==> src/rtl/icb_dma_m.sv <==
// icb_dma_m: single-channel ICB initiator that copies len 32-bit words
// from src_addr to dst_addr, one bus transaction outstanding at a time.
// Optional build macro DMA_WRSP_EN adds a WR_RSP state so each write also
// waits for a write response before the pointers and count advance.
module icb_dma_m #(
    parameter int unsigned LEN_W = 16
) (
    input  logic             clk,
    input  logic             rst,
    input  logic             start,
    input  logic [31:0]      src_addr,
    input  logic [31:0]      dst_addr,
    input  logic [LEN_W-1:0] len,
    output logic             busy,
    output logic             done,
    output logic             err,
    output logic             dma_irq,
    input  logic             irq_clr,
    output logic             m_icb_cmd_valid,
    input  logic             m_icb_cmd_ready,
    output logic [31:0]      m_icb_cmd_addr,
    output logic             m_icb_cmd_read,
    output logic [31:0]      m_icb_cmd_wdata,
    output logic [3:0]       m_icb_cmd_wmask,
    input  logic             m_icb_rsp_valid,
    output logic             m_icb_rsp_ready,
    input  logic             m_icb_rsp_err,
    input  logic [31:0]      m_icb_rsp_rdata
);

    localparam logic [LEN_W-1:0] LEN_ZERO = {LEN_W{1'b0}};
    localparam logic [LEN_W-1:0] LEN_ONE  = {{(LEN_W-1){1'b0}}, 1'b1};

    typedef enum logic [2:0] {
        ST_IDLE   = 3'd0,
        ST_RD_CMD = 3'd1,
        ST_RD_RSP = 3'd2,
        ST_WR_CMD = 3'd3,
        ST_DONE   = 3'd4
`ifdef DMA_WRSP_EN
        ,ST_WR_RSP = 3'd5
`endif
    } state_t;

    state_t           state_r;
    logic [31:0]      src_ptr_r;
    logic [31:0]      dst_ptr_r;
    logic [LEN_W-1:0] remain_r;

    logic             cmd_hs_s;
    logic             rsp_hs_s;
    logic             last_s;
    logic             advance_s;
    logic             enter_done_s;
    logic [31:0]      src_next_s;
    logic [31:0]      dst_next_s;
    logic [LEN_W-1:0] remain_next_s;

    // Handshake decode, next pointer values and the events that end a word or a transfer.
    always_comb begin
        cmd_hs_s      = m_icb_cmd_valid & m_icb_cmd_ready;
        rsp_hs_s      = m_icb_rsp_valid & m_icb_rsp_ready;
        src_next_s    = src_ptr_r + 32'd4;
        dst_next_s    = dst_ptr_r + 32'd4;
        remain_next_s = remain_r - LEN_ONE;
        last_s        = (remain_r == LEN_ONE);
        advance_s     = 1'b0;
        enter_done_s  = 1'b0;
        case (state_r)
            ST_IDLE: begin
                enter_done_s = start & (len == LEN_ZERO);
            end
            ST_RD_RSP: begin
                enter_done_s = rsp_hs_s & m_icb_rsp_err;
            end
`ifdef DMA_WRSP_EN
            ST_WR_RSP: begin
                advance_s    = rsp_hs_s & ~m_icb_rsp_err;
                enter_done_s = rsp_hs_s & (m_icb_rsp_err | last_s);
            end
`else
            ST_WR_CMD: begin
                advance_s    = cmd_hs_s;
                enter_done_s = cmd_hs_s & last_s;
            end
`endif
            default: begin
                advance_s    = 1'b0;
                enter_done_s = 1'b0;
            end
        endcase
    end

    // Transfer FSM; every bus-facing output is a register updated here.
    always_ff @(posedge clk) begin
        if (rst) begin
            state_r         <= ST_IDLE;
            src_ptr_r       <= 32'd0;
            dst_ptr_r       <= 32'd0;
            remain_r        <= LEN_ZERO;
            busy            <= 1'b0;
            done            <= 1'b0;
            err             <= 1'b0;
            m_icb_cmd_valid <= 1'b0;
            m_icb_cmd_read  <= 1'b0;
            m_icb_cmd_addr  <= 32'd0;
            m_icb_cmd_wdata <= 32'd0;
            m_icb_cmd_wmask <= 4'h0;
            m_icb_rsp_ready <= 1'b0;
        end else begin
            done <= enter_done_s;
            case (state_r)
                ST_IDLE: begin
                    if (start) begin
                        busy <= 1'b1;
                        err  <= 1'b0;
                        if (len != LEN_ZERO) begin
                            src_ptr_r       <= src_addr & 32'hFFFF_FFFC;
                            dst_ptr_r       <= dst_addr & 32'hFFFF_FFFC;
                            remain_r        <= len;
                            m_icb_cmd_valid <= 1'b1;
                            m_icb_cmd_read  <= 1'b1;
                            m_icb_cmd_addr  <= src_addr & 32'hFFFF_FFFC;
                            m_icb_cmd_wmask <= 4'h0;
                            state_r         <= ST_RD_CMD;
                        end else begin
                            state_r <= ST_DONE;
                        end
                    end
                end
                ST_RD_CMD: begin
                    if (cmd_hs_s) begin
                        m_icb_cmd_valid <= 1'b0;
                        m_icb_rsp_ready <= 1'b1;
                        state_r         <= ST_RD_RSP;
                    end
                end
                ST_RD_RSP: begin
                    if (rsp_hs_s) begin
                        m_icb_rsp_ready <= 1'b0;
                        if (m_icb_rsp_err) begin
                            err     <= 1'b1;
                            state_r <= ST_DONE;
                        end else begin
                            m_icb_cmd_wdata <= m_icb_rsp_rdata;
                            m_icb_cmd_valid <= 1'b1;
                            m_icb_cmd_read  <= 1'b0;
                            m_icb_cmd_addr  <= dst_ptr_r;
                            m_icb_cmd_wmask <= 4'hF;
                            state_r         <= ST_WR_CMD;
                        end
                    end
                end
                ST_WR_CMD: begin
                    if (cmd_hs_s) begin
                        m_icb_cmd_valid <= 1'b0;
`ifdef DMA_WRSP_EN
                        m_icb_rsp_ready <= 1'b1;
                        state_r         <= ST_WR_RSP;
`endif
                    end
                end
`ifdef DMA_WRSP_EN
                ST_WR_RSP: begin
                    if (rsp_hs_s) begin
                        m_icb_rsp_ready <= 1'b0;
                        if (m_icb_rsp_err) begin
                            err     <= 1'b1;
                            state_r <= ST_DONE;
                        end
                    end
                end
`endif
                ST_DONE: begin
                    busy    <= 1'b0;
                    state_r <= ST_IDLE;
                end
                default: begin
                    busy            <= 1'b0;
                    m_icb_cmd_valid <= 1'b0;
                    m_icb_rsp_ready <= 1'b0;
                    state_r         <= ST_IDLE;
                end
            endcase
            // Word completion: placed after the case so its next-read command
            // overrides the cmd_valid drop issued by the write handshake above.
            if (advance_s) begin
                src_ptr_r <= src_next_s;
                dst_ptr_r <= dst_next_s;
                remain_r  <= remain_next_s;
                if (last_s) begin
                    state_r <= ST_DONE;
                end else begin
                    m_icb_cmd_valid <= 1'b1;
                    m_icb_cmd_read  <= 1'b1;
                    m_icb_cmd_addr  <= src_next_s;
                    m_icb_cmd_wmask <= 4'h0;
                    state_r         <= ST_RD_CMD;
                end
            end
        end
    end

    // Level interrupt: set on entry to DONE, a same-cycle clear wins.
    always_ff @(posedge clk) begin
        if (rst) begin
            dma_irq <= 1'b0;
        end else if (irq_clr) begin
            dma_irq <= 1'b0;
        end else if (enter_done_s) begin
            dma_irq <= 1'b1;
        end
    end

endmodule

==> config.mk <==
export PLATFORM = sky130hd
export DESIGN_NAME = icb_dma_m
export DESIGN_NICKNAME = d
export VERILOG_FILES = /design/src/rtl/icb_dma_m.sv
export SDC_FILE = /design/constraint.sdc
export NUM_CORES = 1
export LEC_CHECK = 0
export BUFFER_PORTS_ARGS = -buffer_cell sky130_fd_sc_hd__buf_2
export CAP_MARGIN = 20
export CORE_UTILIZATION = 50
export DETAILED_ROUTE_END_ITERATION = 10
export MAX_ROUTING_LAYER = met4
export PLACE_DENSITY = 0.83
export SLEW_MARGIN = 20
export SYNTH_ARGS = -nofsm -noshare
export SYNTH_HDL_FRONTEND = slang
export SYNTH_SLANG_ARGS = --single-unit
==> constraint.sdc <==
create_clock -name clk -period 7.18 [get_ports clk]
set_clock_uncertainty 0.15 [all_clocks]
set_input_delay 1.436 -clock clk [delete_from_list [all_inputs] [get_ports clk]]
set_output_delay 1.436 -clock clk [all_outputs]
set_load 0.05 [all_outputs]
**Word level (Yosys, flattened, before mapping)**

Cells that the tools add are included.

- Word-level logic and storage cells: 115
- Flip-flop bits (word level): 158
- Input port bits: 119

- Muxes and demuxes: 60
- Eq/ne operators: 13
- Bitwise gates (word level): 8
- Reduce and logical (&&, ||, !) cells: 17
- $add $sub $neg: 3

Operators with widths:

| kind | number |
|---|---|
| $mux 32 | 14 |
| $add 32x3->32 const B | 2 |
| $mux 16 | 4 |
| $pmux 32 s2 | 1 |
| $mux 4 | 6 |
| $mux 3 | 7 |
| $mux 1 | 20 |
| $eq 16x1->1 const B | 1 |
| $logic_not 16->1 | 1 |
| $reduce_bool 16->1 | 1 |
| $sub 16x1->16 const B | 1 |
| $pmux 3 s4 | 1 |
| $ne 2x2->1 const B | 5 |
| $ne 3x3->1 const B | 3 |
| $reduce_and 3->1 | 3 |
| $pmux 4 s2 | 1 |
| $reduce_and 4->1 | 2 |
| $reduce_bool 2->1 | 4 |
| $eq 3x2->1 const B | 2 |
| $pmux 1 s2 | 3 |
| $pmux 1 s3 | 2 |
| $reduce_or 3->1 | 2 |
| $and 1x1->1 | 5 |
| $pmux 1 s4 | 1 |
| 6 further kinds | 9 |

**Logic depth before layout (Yosys ltp)**

- Depth after elaboration: 6
- Mapped depth: 9

**Worst setup path after synthesis**

OpenSTA, ideal clock, no wires.

- Path type: input-to-reg
- Start point: input len[0]
- End point: register m_icb_cmd_addr[23]
- Path slack: 3.696 ns
- Stages: 7
- Arrival time: 3.204 ns
- Data required time: 6.900 ns
- Setup time: 0.130 ns
- Cells stage by stage: or4_1 > o41a_1 > buf_2 > buf_2 > buf_2 > a222oi_1 > o22ai_1

- Cells in the longest elaborated chain, start to end: 6

RTL lines:

| what | RTL line | source |
|---|---|---|
| start: declaration | 13 | `input logic [LEN_W-1:0] len,` |
| $reduce_bool 16->1 (*) | 117 | `if (len != LEN_ZERO) begin` |
| $mux 32 (*) | 117 |  |
| $mux 32 (*) | 114 | `if (start) begin` |
| $pmux 32 s2 (*) | 112 | `case (state_r)` |
| $mux 32 | 191 | `if (last_s) begin` |
| $mux 32 (*) | 187 | `if (advance_s) begin` |
| end signal: assignment | 123 | `m_icb_cmd_addr <= src_addr & 32'hFFFF_FFFC;` |
| end signal: assignment | 148 | `m_icb_cmd_addr <= dst_ptr_r;` |
| end signal: assignment | 196 | `m_icb_cmd_addr <= src_next_s;` |
| end: declaration | 21 | `output logic [31:0] m_icb_cmd_addr,` |

Every way passes the cells marked *; elsewhere a longest branch is shown, timed or not.
A chain may end at the register's enable or synchronous reset.

**Worst setup path after layout**

- Start point: input len[0]
- End point: register m_icb_cmd_addr[14]

The elaborated chain is that of the path after synthesis.

==> results.cfg <==
[detailed_routing]
post_drt_wl_per_cell_um = 18.2
vias_per_cell = 6.28
drc = 0
vias = 8056
initialDrtViolationCount = 1115
wl_um = 23300
drtPass1Iterations = 9
antenna_left = 0

[finish]
final_layout_size_suffix_gt1_frac = 0.230
syn2layout_area_growth_pct = 20.1
nets = 1205
stdcell_count = 1282

[timing]
drv_slew = 0
period_share = 0.549
max_slew.worst_pin.slew_ns = 1.10
rsz0062_at_grt = no
min_period_ns = 3.94
timing_hold_violations_final = 0
slew_headroom = 0.265
finalSetupViolations = 0
finalSetupTns_ns = 0
fmax_mhz = 254

[place]
dpl.cell_count = 1247
globalplace.congestion = 0.895
place_hpwl_um = 15600
io_buffers = 189

[global_routing]
grt_antenna_before_repair = 3
grt_busiest_layer = met2
grtUsageMet2 = 0.455
grt_usage = 0.299
grt_pass1_vias = 7103
use_met3 = 0.0607
grt_util_met1 = 0.395
grt_max_degree = 82
grt-ovfl-total = 0
grt_pass1_wl_um = 36700

[clock_tree]
cts_buffers = 17
root_buffer = clkbuf_16
post_cts_buffers = 0
cts_tree = done
cts.path.max_buffers = 2
holdBufCountCts = 0
insertion_delay_ns = 0.42
cts_resized = 0
clk_pin_slew_ns = 0.06
cts_sinks = 154
htree_levels = 4

[floorplan]
rows = 44
core_area_mm2 = 0.0148
die_h_um = 126
io_pins = 194
start_util = 0.522
dieArea_mm2 = 0.0159
fp.dieW_um = 126

[synth]
synth_most_common_cell = dfxtp_1
synth_flop_cell = dfxtp_1
yosysTopAreaCellShare = 0.400
syn_nets = 1070
synthTopCellsByArea = dfxtp_1 40%, nand2_1 6.2%, a21oi_1 5.8%
synth_edf_count = 0
yosysSeqAreaShare = 0.400
syn_inst = 947
syn_area_per_cell_um2 = 8.13
yosys-top-cells-count = 154 x dfxtp_1, 128 x nand2_1, 90 x a21oi_1
synth-seq-cells = 154
synth.cell_area_mm2 = 0.00770
synth_top_cell_by_area = dfxtp_1
ys_warn_count = 0
async_flop_share = 0
yosysUniqueCellTypes = 66

[setup_path]
max_stage_delay_ns = 0.87
path_cells = buf_2, or4_1, or4_4, o211ai_4, a222oi_1, a211oi_1
worstSetupPathType = in -> reg
crit_required_ns = 7.35
startpoint_type = primary input
cp.buffers_inverters = 1
crit_fanout = 33
cp.depth = 6
crit_slowest_cell = o211ai_4
cp.arrival_ns = 4.11
critPathTopFamily = compound AO/OA/AOI/OAI gates
endpoint_kind = flop
ff2ff_path_depth = 5

[power]
p_int_mw = 1.68
p_leak_nw = 3.59
pwr-share-seq = 0.422
switching_share = 0.292
p_sw_mw = 0.695
vdd_ir_drop_max_uv = 166
p_total_mw = 2.38
clkPwrFrac = 0.413
p_per_area_mw_per_mm2 = 257
comb_power_share = 0.165

[status]
status = finished, final reports clean

[job]
drv_cap = 0

[hold_path]
hp-class = reg -> reg
worstHoldPathCells = 2
==> cells in the final DEF, fill, tap and decap left out, types with 4 or more instances in the layout <==
cell / Yosys / routed
or4_1: 10 / 10
buf_2: 17 / 188
a2bb2oi_1: 7 / 7
nand2b_1: 5 / 5
or3_1: 16 / 16
a22oi_1: 10 / 10
nor3_1: 23 / 23
nand4_1: 27 / 27
a211oi_1: 37 / 37
nor4_1: 13 / 13
nor2_1: 63 / 62
clkbuf_16: 0 / 17
o21a_1: 4 / 4
xnor2_1: 7 / 7
and3_1: 13 / 12
and4_1: 4 / 4
dfxtp_1: 154 / 154
o31a_1: 4 / 4
a2111oi_0: 7 / 7
inv_1: 13 / 13
o21ai_0: 30 / 30
nand3_1: 32 / 32
o211ai_1: 8 / 8
a31oi_1: 38 / 38
a222oi_1: 24 / 24
nand2_1: 128 / 128
and2_1: 4 / 4
xor2_1: 21 / 21
a21oi_1: 90 / 90
bufinv_16: 0 / 5
buf_4: 3 / 12
o22ai_1: 10 / 10
o311ai_0: 8 / 8
ha_1: 4 / 4
a22o_1: 6 / 6
==> sequential cells by signal, indices dropped and copies added, names as in the netlist <==
name / flops
err: 1
m_icb_cmd_wmask: 4
m_icb_rsp_ready: 1
dma_irq: 1
busy: 1
state_r: 3
src_ptr_r: 30
dst_ptr_r: 30
m_icb_cmd_addr: 32
done: 1
m_icb_cmd_wdata: 32
m_icb_cmd_read: 1
m_icb_cmd_valid: 1
remain_r: 16
==> layer usage <==
metal / wire length (µm) / part of all wire
met5: 0 / 0
met2: 10400 / 0.45
met4: 522 / 0.022
met1: 9960 / 0.43
met3: 2380 / 0.10
==> power groups by stage <==
stage	Combinational, mW	Clock, mW	Sequential [mW]
floorplan	0.234	0	1.05
global placement	0.381	0	1.02
global route	0.422	1.03	1.01
detailed placement	0.386	0	1.02
CTS	0.389	0.992	1.00
finish	0.392	0.983	1.00
==> cell families after synthesis <==
logic type | after synthesis | share of synthesized area
xor gates and xnor gates | 28 | 0.0318
adders and majority gates | 4 | 0.00650
AOI/OAI and AO/OA | 305 | 0.271
DFF | 154 | 0.400
muxes | 3 | 0.00439
and+or+nand+nor | 356 | 0.231
buffers and inverters | 97 | 0.0546
==> tightest hold or removal path, cell delays in order (launching register included) <==
cell and delay (ns):
dfxtp_1 0.30, nand2_1 0.05, a21oi_1 0.05
==> layout make-up <==
class | count | area [µm²]
timing repair buffer | 200 | 1030
sequential | 154 | 3080
multi-input combinational | 696 | 4200
antenna | 3 | 7.51
clock inverter | 12 | 196
tap | 184 | 230
fill | 1247 | 5510
clock buffer | 20 | 447
inverter | 13 | 48.8
==> per-stage QoR <==
step / utilization / hold slack, ns / setup slack, ns / area, µm²
2_1_floorplan: - / 0.288 / 3.70 / 7700
3_3_place_gp: 0.583 / 0.289 / 2.93 / 8600
3_5_place_dp: 0.583 / 0.294 / 2.88 / 8600
4_1_cts: 0.626 / 0.303 / 3.30 / 9240
5_1_grt: 0.627 / 0.316 / 3.18 / 9250
6_report: 0.627 / 0.299 / 3.24 / 9250
==> final timing paths <==
kind / start / to / slack (ns)
worst max-delay path: len[0] / m_icb_cmd_addr[14]$_SDFF_PP0_ / 3.24
worst min-delay path: m_icb_cmd_wdata[10]$_SDFFE_PP0P_ / m_icb_cmd_wdata[10]$_SDFFE_PP0P_ / 0.30
worst max register to register: state_r[0]$_SDFFE_PP0P_ / dst_ptr_r[31]$_SDFFE_PP0P_ / 3.88
worst min register to register: m_icb_cmd_wdata[10]$_SDFFE_PP0P_ / m_icb_cmd_wdata[10]$_SDFFE_PP0P_ / 0.30
Note: power is estimated with default switching activity, not from simulation.
